$ cat src/rtl/cordic_stream_ctrl.sv
// Stream controller around the CORDIC cosine pipeline.
// Credit-based issue, valid delay line and a FWFT result FIFO.
module cordic_stream_ctrl #(
    parameter int LATENCY = 35,
    parameter int DEPTH   = 64,
    parameter int AW      = 6
) (
    input  logic        clk,
    input  logic        reset,
    input  logic        in_valid,
    output logic        in_ready,
    input  logic [31:0] in_theta,
    input  logic [5:0]  cfg_n,
    output logic [31:0] cordic_theta,
    output logic [5:0]  cordic_n,
    input  logic [31:0] cordic_result,
    output logic        out_valid,
    input  logic        out_ready,
    output logic [31:0] out_data,
    output logic        busy
);

    localparam logic [AW+1:0] DEPTH_W = (AW + 2)'(DEPTH);
    localparam logic [AW:0]   ONE     = (AW + 1)'(1);

    logic [LATENCY-1:0] vld_sr;
    logic [AW:0]        inflight;
    logic [AW:0]        fifo_count;
    logic [AW-1:0]      wr_ptr;
    logic [AW-1:0]      rd_ptr;
    logic [31:0]        mem [DEPTH];
    logic [AW+1:0]      credit_sum;
    logic               accept;
    logic               push;
    logic               pop;

    // Space is reserved for every issued angle, so a capture always fits.
    assign credit_sum = {1'b0, inflight} + {1'b0, fifo_count};
    assign in_ready   = !reset && (credit_sum < DEPTH_W);
    assign accept     = in_valid && in_ready;
    assign push       = vld_sr[LATENCY-1];
    assign out_valid  = (fifo_count != '0);
    assign pop        = out_valid && out_ready;
    assign out_data   = out_valid ? mem[rd_ptr] : '0;
    assign busy       = (inflight != '0) || (fifo_count != '0);

    always_ff @(posedge clk) begin
        if (reset) begin
            vld_sr       <= '0;
            inflight     <= '0;
            fifo_count   <= '0;
            wr_ptr       <= '0;
            rd_ptr       <= '0;
            cordic_theta <= '0;
            cordic_n     <= 6'd32;
        end else begin
            vld_sr <= {vld_sr[LATENCY-2:0], accept};
            if (accept) begin
                cordic_theta <= in_theta;
            end
            // Iteration count only moves while the pipeline is empty.
            if (!busy && !accept) begin
                cordic_n <= cfg_n;
            end
            unique case ({accept, push})
                2'b10:   inflight <= inflight + ONE;
                2'b01:   inflight <= inflight - ONE;
                default: inflight <= inflight;
            endcase
            unique case ({push, pop})
                2'b10:   fifo_count <= fifo_count + ONE;
                2'b01:   fifo_count <= fifo_count - ONE;
                default: fifo_count <= fifo_count;
            endcase
            if (push) begin
                wr_ptr <= wr_ptr + 1'b1;
            end
            if (pop) begin
                rd_ptr <= rd_ptr + 1'b1;
            end
        end
    end

    always_ff @(posedge clk) begin
        if (!reset && push) begin
            mem[wr_ptr] <= cordic_result;
        end
    end

    overflow_a : assert property (@(posedge clk) disable iff (reset)
        !(push && !pop && (fifo_count == (AW + 1)'(DEPTH))));

endmodule

$ cat config.mk
export PLATFORM = sky130hd
export DESIGN_NAME = cordic_stream_ctrl
export DESIGN_NICKNAME = d
export VERILOG_FILES = /design/src/rtl/cordic_stream_ctrl.sv
export SDC_FILE = /design/constraint.sdc
export NUM_CORES = 2
export LEC_CHECK = 0
export CAP_MARGIN = 20
export CORE_UTILIZATION = 33
export CTS_CLUSTER_SIZE = 28
export DETAILED_ROUTE_END_ITERATION = 12
export PLACE_DENSITY = 0.52
export SLEW_MARGIN = 25
export SYNTH_ARGS = -nofsm -noshare
export SYNTH_HDL_FRONTEND = slang
export SYNTH_SLANG_ARGS = --single-unit
$ cat constraint.sdc
create_clock -name clk -period 4.5 [get_ports clk]
set_clock_uncertainty 0.15 [all_clocks]
set_input_delay 0.675 -clock clk [delete_from_list [all_inputs] [get_ports clk]]
set_output_delay 0.675 -clock clk [all_outputs]
set_load 0.02 [all_outputs]
==> metrics.csv <==
metric;value;unit
detail_route.first_pass.iterations;7;
antenna_found_initial;14;
cellInternalPower;0.0317;W
start_kind;register;
die_y;501;um
end_kind;primary output;
maxSlewHeadroom;25.9;%
clk_latency;860;ps
max-vdd-ir-drop;0.394;mV
synth_top_area_share;74.7;%
gp_congestion;0.739;
multiInputGateArea;0.0184;mm2
avgSynthCellArea;22.2;um2
start_util;33.3;%
worst_slack;83.9;ps
cts_hold_buf;0;
htreeDepth;4;
ys_seq_area_share;77.3;%
yosysWarningCount;0;
post_drt_wl_per_cell;31.3;um
final_hold_viol_count;0;
grt_pass1_wl;334;mm
p_switching;0.00799;W
crit_required;3670;ps
fillers;21982;
grt_start_max_net_pins;65;
hpwl;130;mm
setup_viol;0;
ios;147;
synth_cell_types;53;
finalPower;0.0397;W
cts_buffers;213;
synthCells;3713;
timing.fmax;226;MHz
rsz0062_at_grt;true;
leakage;30.2;nW
coreArea;0.247;mm2
clk_path_buf_depth;3;
hold_class;primary input to register;
route.vias.total;41034;
worst_pin_slew;1110;ps
cts_tree;built;
grt_pass1_vias;41650;
overflow;0;
synth_area_leaders;edfxtp_1 (75%), mux4_2 (16%), dfxtp_1 (2.6%);
rows;182;
drcViolationCount;0;
path_max_fanout;16;
utilization;39.8;%
ant_nets;0;
sequentialPowerShare;55.3;%
powerDensity;404;mW/mm2
cap_violations;0;
preCtsSetupSlack;-129;ps
pwr-share-comb;1.2;%
port_buffers;146;
track_usage;19.1;%
clockRootBuffer;clkbuf_16;
vias_per_cell;5.34;
clkPwrFrac;43.5;%
dieWidth;501;um
post-route-min-period;4420;ps
area_growth;19.4;%
dieArea;0.251;mm2
synth-async-reset-ratio;0;%
synth_area_leader_cell;edfxtp_1;
fin_nets;4284;
crit_type;register to primary output;
switching_share;20.1;%
clock-sinks;2153;
post_synth_instance_area;0.0823;mm2
finalMaxSlewViolations;0;
seqCellArea;0.0636;mm2
wl;240;mm
path_clk_slew;60;ps
final_layout_size_suffix_gt1_share;31.8;%
synth_nets;3809;
synth.most_common_cell;edfxtp_1;
fin_crit_sh;98.1;%
synth_commonest_cells;edfxtp_1 (2048), mux4_2 (577), nor2_1 (151);
synth_edf_count;2048;
yosys_register_bits;2153;
first_iter_violations;4681;
synth_top_flop_cell;edfxtp_1;
outcome;finished, final reports clean;
cp.arrival;3590;ps
==> flip-flops by register name (all words and copies together), names as in the netlist, named ones only <==
signal / cells
rd_ptr: 6
mem: 2048
cordic_n: 6
fifo_count: 7
vld_sr: 35
wr_ptr: 6
cordic_theta: 32
inflight: 7
==> cells in the final DEF (no fill, tap or decap), types with 65 or more instances in the layout <==
master / netlist / final
buf_12: 0 / 74
buf_4: 45 / 236
clkbuf_16: 0 / 221
clkdlybuf4s50_1: 0 / 81
dfxtp_1: 105 / 100
edfxtp_1: 2048 / 2048
mux2i_1: 90 / 83
mux4_2: 577 / 577
nand2_1: 148 / 141
nor2_1: 151 / 85
nor2_4: 0 / 65
==> power by group through the flow <==
stage	logic, W	registers, W	clock network, W
3_3_place_gp	0.000465	0.0224	0
2_1_floorplan	0.0000690	0.0224	0
5_1_grt	0.000534	0.0219	0.0184
6_report	0.000488	0.0219	0.0173
4_1_cts	0.000491	0.0219	0.0176
3_5_place_dp	0.000490	0.0224	0
==> routing by layer <==
metal  global-route usage (%)  vias to the layer above  part of all wire, %
li1                         -                    16566                    -
met4                     3.85                        8                  1.8
met1                     27.0                    22731                   43
met5                        0                        -                0.022
met3                     3.25                      258                  7.0
met2                     31.0                     1471                   48
==> through the flow <==
step           hold WS, ps  instance area, um2  cells  setup TNS, ps
2_1_floorplan          264               82300   3713              0
6_report              82.7               98300   7678              0
3_3_place_gp           267               89800   7198           -159
3_5_place_dp           275               89800   7199           -129
5_1_grt               66.9               98300   7676              0
4_1_cts               17.3               97600   7630           -475
==> layout make-up <==
| cell class | instances | share of cell area [%] |
|---|---|---|
| clock buffers | 281 | 5.87 |
| well taps | 3312 | 4.22 |
| clock inverters | 110 | 0.968 |
| diodes | 2 | 0.00509 |
| repair buffers | 459 | 5.37 |
| multi-input cells | 1341 | 18.7 |
| inverters | 20 | 0.0853 |
| flip-flops and latches | 2153 | 64.7 |
==> path summary, 6_finish.rpt <==
| kind | to | start | slack, ps | cells after the start |
|---|---|---|---|---|
| worst min-delay path | mem[27][25]$_DFFE_PP_ | cordic_result[25] | 80 | 1 |
| worst max register to register | inflight[6]$_SDFFE_PP0P_ | inflight[1]$_SDFFE_PP0P_ | 490 | 13 |
| worst max-delay path | out_data[11] | register | 80 | 7 |
| worst min register to register | vld_sr[33]$_SDFF_PP0_ | vld_sr[32]$_SDFF_PP0_ | 280 | 1 |
==> worst max-delay path, cell delays in order (launching register included) <==
cell	delay (ps)
dfxtp_4	450
buf_12	230
buf_4	250
mux4_2	540
mux4_2	530
o221ai_1	210
nor2_1	150
dlygate4sd2_1	350
==> cell families (layout without fill, tap and decap cells) <==
kind of cell / after synthesis / count (layout) / share of synthesized area, %
and+or+nand+nor: 444 / 444 / 2.42
buffers and inverters: 219 / 870 / 1.33
xor gates and xnor gates: 12 / 12 / 0.128
muxes: 674 / 674 / 17.0
DFF: 2153 / 2153 / 77.3
adders and majority gates: 22 / 22 / 0.353
AOI/OAI and AO/OA: 189 / 189 / 1.49
other: 0 / 2 / 0
==> repair_timing <==
item | 4_1_cts | 5_1_grt
gates resized for setup | 141 | 37
pin swaps | 6 | 5
setup buffers | 30 | 45
gates cloned | 10 | 2
setup endpoints to repair | 32 | 22
Power figures use the tool's default switching activity.
